==> config.mk <==
export PLATFORM = sky130hd
export DESIGN_NAME = pixel_fetch_ctrl
export DESIGN_NICKNAME = d
export VERILOG_FILES = /design/src/rtl/pixel_fetch_pkg.sv /design/src/rtl/pixel_byte_cnt.sv /design/src/rtl/pixel_fetch_ctrl.sv
export SDC_FILE = /design/constraint.sdc
export NUM_CORES = 1
export LEC_CHECK = 0
export BUFFER_PORTS_ARGS = -buffer_cell sky130_fd_sc_hd__buf_2
export CAP_MARGIN = 20
export CELL_PAD_IN_SITES_DETAIL_PLACEMENT = 1
export CELL_PAD_IN_SITES_GLOBAL_PLACEMENT = 2
export CORE_ASPECT_RATIO = 1.4
export CORE_MARGIN = 2
export CORE_UTILIZATION = 29
export DETAILED_ROUTE_END_ITERATION = 16
export PLACE_DENSITY_LB_ADDON = 0.1
export SLEW_MARGIN = 20
export SYNTH_ARGS = -nofsm -noshare
export SYNTH_HDL_FRONTEND = slang
export SYNTH_HIERARCHICAL = 1
export SYNTH_SLANG_ARGS = --single-unit
export TNS_END_PERCENT = 1
==> constraint.sdc <==
create_clock -name clk -period 3 [get_ports clk]
set_input_delay 0.6 -clock clk [delete_from_list [all_inputs] [get_ports clk]]
set_output_delay 0.6 -clock clk [all_outputs]
set_load 0.005 [all_outputs]
==> src/rtl/pixel_fetch_pkg.sv <==
// Shared constants and the FSM state type for the network-side pixel buffer reader.
package pixel_fetch_pkg;

   localparam int NUM_BYTES_DEF  = 72;
   localparam int NUM_PASSES_DEF = 16;
   localparam int BYTE_CNT_W     = $clog2(NUM_BYTES_DEF);
   localparam int PAIR_IDX_W     = $clog2(NUM_BYTES_DEF / 2);

   typedef enum logic [2:0] {
      ST_IDLE,
      ST_PRESENT,
      ST_SHIFT_A,
      ST_SHIFT_B,
      ST_PASS_END,
      ST_REALIGN
   } state_t;

endpackage

==> src/rtl/pixel_byte_cnt.sv <==
// Mod-NUM_BYTES byte position counter; wrap flags the shift that restores buffer alignment.
module pixel_byte_cnt
   import pixel_fetch_pkg::*;
#(
   parameter int NUM_BYTES = NUM_BYTES_DEF,
   parameter int W         = BYTE_CNT_W
) (
   input  logic         clk,
   input  logic         n_rst,
   input  logic         en,
   input  logic         clr,
   output logic [W-1:0] cnt,
   output logic         wrap
);

   assign wrap = en && (cnt == W'(NUM_BYTES - 1));

   always_ff @(posedge clk or negedge n_rst) begin
      if (!n_rst) begin
         cnt <= '0;
      end else if (clr) begin
         cnt <= '0;
      end else if (en) begin
         cnt <= wrap ? '0 : cnt + 1'b1;
      end
   end

endmodule

==> src/rtl/pixel_fetch_ctrl.sv <==
// Walks the recirculating pixel buffer pair by pair, NUM_PASSES times per start, and always
// leaves the buffer realigned (shift count a multiple of NUM_BYTES) when returning to idle.
module pixel_fetch_ctrl
   import pixel_fetch_pkg::*;
#(
   parameter  int NUM_BYTES  = NUM_BYTES_DEF,
   parameter  int NUM_PASSES = NUM_PASSES_DEF,
   localparam int CNT_W      = $clog2(NUM_BYTES),
   localparam int PAIR_W     = $clog2(NUM_BYTES / 2),
   localparam int PASS_W     = $clog2(NUM_PASSES)
) (
   input  logic              clk,
   input  logic              n_rst,
   input  logic              start,
   input  logic              load_busy,
   input  logic              abort,
   input  logic [7:0]        pixel_data_1,
   input  logic [7:0]        pixel_data_2,
   input  logic              pair_ready,
   output logic              shift_network,
   output logic              pair_valid,
   output logic [7:0]        pixel_even,
   output logic [7:0]        pixel_odd,
   output logic [PAIR_W-1:0] pair_index,
   output logic [PASS_W-1:0] pass_index,
   output logic              pass_done,
   output logic              all_done,
   output logic              busy,
   output state_t            fsm_state
);

   // Handshake: a pair transfers on a rising clk edge where pair_valid && pair_ready;
   // pair_valid holds with stable data until then, and abort wins over pair_ready.
   state_t           state;
   logic [CNT_W-1:0] byte_cnt;
   logic             cnt_en;
   logic             cnt_clr;
   logic             cnt_wrap;
   logic             last_pass;

   assign cnt_en    = (state == ST_SHIFT_A) || (state == ST_SHIFT_B) || (state == ST_REALIGN);
   assign cnt_clr   = (state == ST_IDLE);
   assign last_pass = (pass_index == PASS_W'(NUM_PASSES - 1));
   assign fsm_state = state;

   assign pixel_even = pair_valid ? pixel_data_2 : 8'd0;
   assign pixel_odd  = pair_valid ? pixel_data_1 : 8'd0;

   pixel_byte_cnt #(
      .NUM_BYTES (NUM_BYTES),
      .W         (CNT_W)
   ) u_byte_cnt (
      .clk   (clk),
      .n_rst (n_rst),
      .en    (cnt_en),
      .clr   (cnt_clr),
      .cnt   (byte_cnt),
      .wrap  (cnt_wrap)
   );

   always_ff @(posedge clk or negedge n_rst) begin
      if (!n_rst) begin
         state         <= ST_IDLE;
         pass_index    <= '0;
         pair_index    <= '0;
         pair_valid    <= 1'b0;
         shift_network <= 1'b0;
         pass_done     <= 1'b0;
         all_done      <= 1'b0;
         busy          <= 1'b0;
      end else begin
         pass_done <= 1'b0;
         all_done  <= 1'b0;
         case (state)
            ST_IDLE: begin
               if (start && !load_busy) begin
                  state      <= ST_PRESENT;
                  pass_index <= '0;
                  pair_index <= '0;
                  pair_valid <= 1'b1;
                  busy       <= 1'b1;
               end
            end
            ST_PRESENT: begin
               if (abort) begin
                  pair_valid <= 1'b0;
                  if (byte_cnt == '0) begin
                     state <= ST_IDLE;
                     busy  <= 1'b0;
                  end else begin
                     state         <= ST_REALIGN;
                     shift_network <= 1'b1;
                  end
               end else if (pair_ready) begin
                  state         <= ST_SHIFT_A;
                  pair_valid    <= 1'b0;
                  shift_network <= 1'b1;
               end
            end
            ST_SHIFT_A: begin
               state <= abort ? ST_REALIGN : ST_SHIFT_B;
            end
            ST_SHIFT_B: begin
               if (cnt_wrap) begin
                  shift_network <= 1'b0;
                  // An abort on the wrapping shift is already aligned, so realigning is skipped.
                  if (abort) begin
                     state <= ST_IDLE;
                     busy  <= 1'b0;
                  end else begin
                     state     <= ST_PASS_END;
                     pass_done <= 1'b1;
                     all_done  <= last_pass;
                  end
               end else if (abort) begin
                  state <= ST_REALIGN;
               end else begin
                  state         <= ST_PRESENT;
                  shift_network <= 1'b0;
                  pair_valid    <= 1'b1;
                  pair_index    <= pair_index + 1'b1;
               end
            end
            ST_PASS_END: begin
               if (abort || last_pass) begin
                  state <= ST_IDLE;
                  busy  <= 1'b0;
               end else begin
                  state      <= ST_PRESENT;
                  pass_index <= pass_index + 1'b1;
                  pair_index <= '0;
                  pair_valid <= 1'b1;
               end
            end
            ST_REALIGN: begin
               if (cnt_wrap) begin
                  state         <= ST_IDLE;
                  shift_network <= 1'b0;
                  busy          <= 1'b0;
               end
            end
            default: begin
               state         <= ST_IDLE;
               pair_valid    <= 1'b0;
               shift_network <= 1'b0;
               busy          <= 1'b0;
            end
         endcase
      end
   end

endmodule

# ---- Yosys cells after proc, flatten, opt, wreduce, memory -nomap -nowiden
# Index checks and enable logic that the tools add are counted.
# Widths: inputs -> output; s select.
dict set report classes {
  n_bitwise 3
  muxes 50
  n_reduce_logical 19
  add_sub_neg 3
  n_eq_ne 20
}
# op n
set op_table {}
lappend op_table {{$mux 3} 9}
lappend op_table {{$mux 1} 24}
lappend op_table {{$mux 6} 4}
lappend op_table {{$mux 7} 3}
lappend op_table {{$pmux 3 s6} 1}
lappend op_table {{$pmux 6 s3} 1}
lappend op_table {{$mux 8} 2}
lappend op_table {{$ne 2x2->1 const B} 7}
lappend op_table {{$reduce_and 5->1} 2}
lappend op_table {{$mux 4} 2}
lappend op_table {{$pmux 4 s2} 1}
lappend op_table {{$reduce_and 8->1} 1}
lappend op_table {{$add 7x1->7 const B} 1}
lappend op_table {{$eq 7x7->1 const B} 1}
lappend op_table {{$logic_not 7->1} 1}
lappend op_table {{$add 6x1->6 const B} 1}
lappend op_table {{$eq 3x2->1 const B} 2}
lappend op_table {{$eq 3x3->1 const B} 2}
lappend op_table {{$ne 2x1->1 const B} 3}
lappend op_table {{$ne 3x3->1 const B} 2}
lappend op_table {{$pmux 1 s6} 1}
lappend op_table {{$reduce_and 3->1} 2}
lappend op_table {{$reduce_and 6->1} 1}
lappend op_table {{$pmux 1 s5} 1}
lappend op_table {{14 further kinds} 20}
dict set report word_totals {
  in_bits 22
  output_inout_bits 34
  elab_cells 104
  reg_bits 25
}

# ---- Depth between registers and ports, before layout
dict set report logic_depth {
  depth_word 7
  ltp_mapped 13
  depth_no_buf 11
}

# ---- Modules after synthesis
# Netlist, hierarchy kept.
# module area_per_inst_um2 cells_per_inst seq_area_each_um2 n_inst
set modules_own_cells {}
lappend modules_own_cells {pixel_fetch_ctrl 1221.2 140 450.4 1}
lappend modules_own_cells {pixel_byte_cnt 382.9 37 175.2 1}

# ---- Least setup slack after synthesis
# No wires, ideal clock.
dict set report synth_timing {
  path_kind {reg2reg}
  from {register state[2] (netlist: fsm_state[2])}
  to {register pair_index[5]}
  t_required_ps 2871
  period_less_slack_ps 2361
  stages_incl_launch_ff 11
  arrival_ps 2232
  n_path_buf 2
  setup_time_ps 129
  slack_ps 639
  cell_sequence {dfrtp_1 buf_2 nand2b_1 nand2_1 buf_4 nand4b_1 nor2_1 or4b_4 nor3_2 xnor2_1 nor2_2}
}
dict set report synth_between {
  elab_chain_cells 6
  word_cells_on_any_way 15
  cone_classes {8 x eq/ne; 1 x mux; 6 x reduce/logical}
}
# element line_no
set synth_lines {}
lappend synth_lines {{from (decl)} pixel_fetch_ctrl.sv:34} ;# state_t state;
lappend synth_lines {{from (signal assigned)} pixel_fetch_ctrl.sv:101} ;# state <= abort ? ST_REALIGN : ST_SHIFT_B;
lappend synth_lines {{$eq 3x2->1} pixel_fetch_ctrl.sv:41} ;# assign cnt_en = (state == ST_SHIFT_A) || (state == ST_SHIFT_B) || (state == ST_REALIGN);
lappend synth_lines {{$logic_or 1x1->1} pixel_fetch_ctrl.sv:41}
lappend synth_lines {{$logic_or 1x1->1 (*)} pixel_fetch_ctrl.sv:41}
lappend synth_lines {{via cnt_en} pixel_fetch_ctrl.sv:36} ;# logic cnt_en;
lappend synth_lines {{$logic_and 1x1->1 (*)} pixel_byte_cnt.sv:16} ;# assign wrap = en && (cnt == W'(NUM_BYTES - 1));
lappend synth_lines {{via cnt_wrap} pixel_fetch_ctrl.sv:38} ;# logic cnt_wrap;
lappend synth_lines {{$ne 2x2->1 (no source line) (*)} n/a}
lappend synth_lines {{$reduce_and 5->1 (no source line) (*)} n/a}
lappend synth_lines {{to (signal assigned)} pixel_fetch_ctrl.sv:121} ;# pair_index <= pair_index + 1'b1;
lappend synth_lines {{to (decl)} pixel_fetch_ctrl.sv:24} ;# output logic [PAIR_W-1:0] pair_index,
# The timed path passes the listed nets; every way through them passes the cells marked *.
# A chain may end at the register's enable or synchronous reset.

# ---- Worst setup path after layout
dict set report layout_timing {
  from {register state[1] (netlist: fsm_state[1])}
  to {register pair_index[0]}
}
# The elaborated chain is that of the path after synthesis.

==> results by stage <==
Global route:
- The maximum number of pins on one net before global-route repair is 26.
- The global routing usage on met1 is 17.2%.
- met2 is the most crowded layer.
- Global routing used 15.3% of the available tracks.
- Global routing consumed, on the met2 layer, 29.3% of the routing resources.
- The overall overflow remaining after global route is 0.
- The number of global-route vias before repair is 1,560.
- The number of antenna violations at the first check in global routing came to 0.
- The met3 usage is 1.72%.
- The first global-routing pass estimated 7.35 mm of wire.

Synthesis:
- The count of different cell masters after synthesis is 47.
- In the post-synthesis netlist, the biggest area contributors are dfrtp_1 39%, and2_1 6.2%, o21ai_0 4.1%, ha_1 3.9%, a21oi_1 3.1%.
- Of the total synthesized cell area, the portion taken by AND, OR, NAND and NOR gates is 29.4%.
- In the synthesized netlist, mux cells make up 1.25% of the area.
- The fraction of the mapped netlist area in compound gates is 16.5%.
- The average size of a mapped cell is 9.06 µm².
- The summed instance area of the synthesized netlist is 1600 µm².
- The share of the Yosys chip area taken by registers is 39.0%.
- The post-synthesis cell count is 177.
- The post-synthesis xor/xnor area fraction is 3.82%.
- In this run the biggest area consumer among cell types represents 39.0% of the synthesized area.
- The largest family of logic cells by synthesized area is simple AND/OR/NAND/NOR gates.
- The share of async-settable or async-resettable flops after synthesis is 100%.
- For this run, the leading register cell type out of synthesis is dfrtp_1.
- The number of flops mapped to enable cells by yosys is 0.
- The synthesized netlist devotes 3.90% of its cell area to adder and majority cells.
- The Yosys step of the flow raised 6 warnings.
- The post-synthesis register bit count is 25.
- The post-synthesis net count is 204.
- The cell type contributing the most total cell area after synthesis is dfrtp_1.

Placement:
- In this run the tool buffered the top-level ports with 55 buffer cells.
- Detailed placement ended at an HPWL of 3.51 mm.
- Routability-driven placement finished with a final weighted congestion of 0.700.
- The pre-CTS setup slack is 0.398 ns.

Timing:
- The worst slew margin relative to its limit is 48.6%.
- Subtracting the final worst setup slack from the clock period gives 2.59 ns.
- The count of endpoints failing setup in the final report is 0.
- In the post-route analysis, the smallest setup slack over all paths is 0.412 ns.
- The peak clock frequency supported by timing is 0.386 GHz.
- The final setup TNS is 0 ns.
- For the final database, setup skew stands at 0.0113 ns.
- The number of failing hold endpoints at the final stage is 0.
- Setup repair after global routing left no endpoint under its margin.
- The number of pins with negative max-slew slack in the final report is 0.
- At the pin with the least slew margin, the transition time is 0.769 ns.
- In the finished design, the share of the clock period the worst path needs comes to 86.3%.

Detailed routing:
- The remaining design rule violation count is 0.
- The number of DRC markers in iteration 0 is 44.
- The first TritonRoute pass finished after 4 iterations.
- The number of nets with antenna violations after detailed routing is 0.
- The via density per instance is 4.99.
- The wire length per cell after detailed routing is 15.1 µm.
- For this block, the via count after detailed routing is 1,491.
- The final wirelength is 4.51 mm.

Critical path:
- The critical path ends at pair_index[0].
- The startpoint of the worst register-to-register path is fsm_state[1].
- The required time at the worst-slack endpoint is 3.14 ns.
- The endpoint identified for the worst register-to-register timing path is pair_index[0].
- The signal on the critical path passes through nand2b_1 -> nand2_1 -> nand4b_1 -> nor2_1 -> nor4b_1 -> nand2_1 -> o311ai_0 -> o21ai_0.
- The setup path with the least slack is of type flop to flop.
- For this design, the slowest cell found on the critical path is nor4b_1.
- The library cell appearing most often on the critical path is nand2_1.
- At the worst endpoint, the arrival time is 2.73 ns.
- The endpoint type of the worst setup path is a flop.
- The start point of the critical path is fsm_state[1].
- On the critical path the largest part of the delay comes from simple AND/OR/NAND/NOR gates.
- The maximum fanout along the worst path is 10.
- The number of buffers and inverters on the critical path is 0.
- The startpoint class of the critical path is a flop.
- The critical path runs through a total of 8 cells.
- The number of cells on the worst reg-to-reg path is 8.
- On the worst path, the slowest cell contributes a delay of 0.66 ns.
- The worst setup slack for register-to-register paths is 0.41 ns.

Outcome:
- The run finished with clean final reports.

Clock tree:
- The number of gates resized after cts is 0.
- The number of buffers on the longest clock path is 2.
- Clock-pin slew was measured on the worst setup and hold paths at 0.10 ns.
- The number of buffers inserted during clock tree synthesis is 3.
- Once the clock tree was built, the setup fixing pass inserted 0 buffers.
- The clock net sink count is 25.
- TritonCTS built the clock tree.
- For the worst-skew pair, the clock arrives at the later sink with an insertion delay of 0.27 ns.
- The tree is rooted in a clkbuf_8.
- CTS built an H-tree with a depth of 1.
- The hold buffer count at cts is 0.

Layout:
- The area growth from synthesis to layout is 22.5%.
- 0 antenna diodes ended up in the layout.
- The sequential cell area is 626 µm².
- The net count of the finished layout is 259.
- The post-route netlist has 31.6% of its cells at a drive strength greater than 1.
- The layout filler cell count is 680.
- Cells fill 36.4% of the core in the end.
- In the final layout, the multi-input gates occupy 881 µm².

Floorplanning:
- Pin placement for this block handled 56 I/O pins.
- The floorplan row count is 32.
- The total area inside the core boundary comes to 5410 µm².
- From left edge to right edge, the die measures 66.9 µm.
- The initial cell density of the core is 29.7%.
- The total die area is 6150 µm².
- The height of the die is 92.0 µm.

Pwr:
- Summed over all cells, the static leakage comes to 0.965 nW.
- VDD sags by at most 0.233 mV.
- The power density of the placed cells is 622 nW/µm².

Run:
- Across the run, the number of max-cap violations was 0.

Hold path:
- The classification of the worst-slack hold path is input port to asynchronous set/reset pin.
sequential cells by signal, summed over array words and instances (netlist names):
signal,flops
all_done,1
busy,1
fsm_state,3
pair_index,6
pair_valid,1
pass_done,1
pass_index,4
shift_network,1
u_byte_cnt/cnt,7
worst min path at each step:
stage	slack (ns)	cells past startpoint	start	endpoint
after floorplan	0.30	0	n_rst	all_done
after global placement	0.51	1	fsm_state[1]	fsm_state[0]
after detailed placement	0.53	1	fsm_state[1]	fsm_state[0]
after CTS	0.34	1	n_rst	fsm_state[0]
after global routing	0.36	1	n_rst	u_byte_cnt/cnt[0]
final	0.32	1	n_rst	shift_network
power by group:
| part | total [W] | internal, W | switching, W |
|---|---|---|---|
| logic | 0.000550 | 0.000243 | 0.000307 |
| registers | 0.000464 | 0.000394 | 0.0000697 |
| clock network | 0.000209 | 0.0000931 | 0.000116 |
routing by layer:
layer / part of all wire (%) / vias up / wire (µm)
li1: - / 733 / -
met1: 40 / 714 / 1820
met2: 54 / 42 / 2450
met3: 4.7 / 2 / 213
met4: 0.73 / 0 / 33
met5: 0 / - / 0
stage by stage:
step / instances / hold slack [ns] / power [W] / instance area [µm²]
2_1_floorplan: 177 / 0.304 / 0.000849 / 1600
3_3_place_gp: 295 / 0.506 / 0.00102 / 1920
3_5_place_dp: 295 / 0.528 / 0.00103 / 1920
4_1_cts: 299 / 0.342 / 0.00125 / 1970
5_1_grt: 299 / 0.360 / 0.00134 / 1970
6_report: 299 / 0.321 / 0.00122 / 1970
layout by cell type (no fill, tap or decap), drive strengths merged, types with 2 or more instances in the layout:
master,Yosys,routed
a21oi,11,11
and2,16,16
buf,4,59
clkbuf,5,3
dfrtp,25,25
ha,5,5
inv,6,6
mux2i,2,2
nand2,13,13
nand2b,4,4
nand3,9,9
nand4,2,2
nor2,14,14
nor2b,3,3
nor3,8,8
nor3b,3,3
nor4,2,2
o21ai,13,13
o2bb2ai,3,3
o311ai,2,2
or3,2,2
or3b,2,2
xnor2,2,2
xor2,5,5
cells in the mapped netlist, types with 2 or more instances:
cell type,instances
nand4_1,2
nor2b_1,3
and2_1,16
o311ai_0,2
inv_1,6
clkbuf_8,2
nor2_1,13
mux2i_1,2
o21ai_0,13
dfrtp_1,25
xor2_1,5
nor3_1,6
o2bb2ai_1,3
or3_1,2
nand2b_1,4
ha_1,5
nor4_1,2
buf_6,2
a21oi_1,10
nand2_1,13
or3b_2,2
nor3_2,2
nand3_1,9
xnor2_1,2
clkbuf_1,2
nor3b_1,3
layout make-up:
cell class	count	area share, %
clock buffers	3	2.10
clock inverters	1	0.255
inverters	6	1.15
multi-input cells	137	44.8
flip-flops and latches	25	31.8
well taps	68	4.33
repair buffers	59	15.5
cell families (layout without fill, tap and decap cells):
family | after synthesis | count (layout)
fa+ha+maj | 5 | 5
buf+inv | 15 | 69
flops | 25 | 25
mux | 2 | 2
simple gates | 84 | 84
compound gates | 39 | 39
xor+xnor | 7 | 7
worst reg2reg max path, stage by stage, from the launching register on:
cell	delay, ns
dfrtp_1	0.42
nand2b_1	0.26
nand2_1	0.26
nand4b_1	0.19
nor2_1	0.19
nor4b_1	0.66
nand2_1	0.21
o311ai_0	0.14
o21ai_0	0.14
No activity file was read; power rests on OpenSTA's default activity.
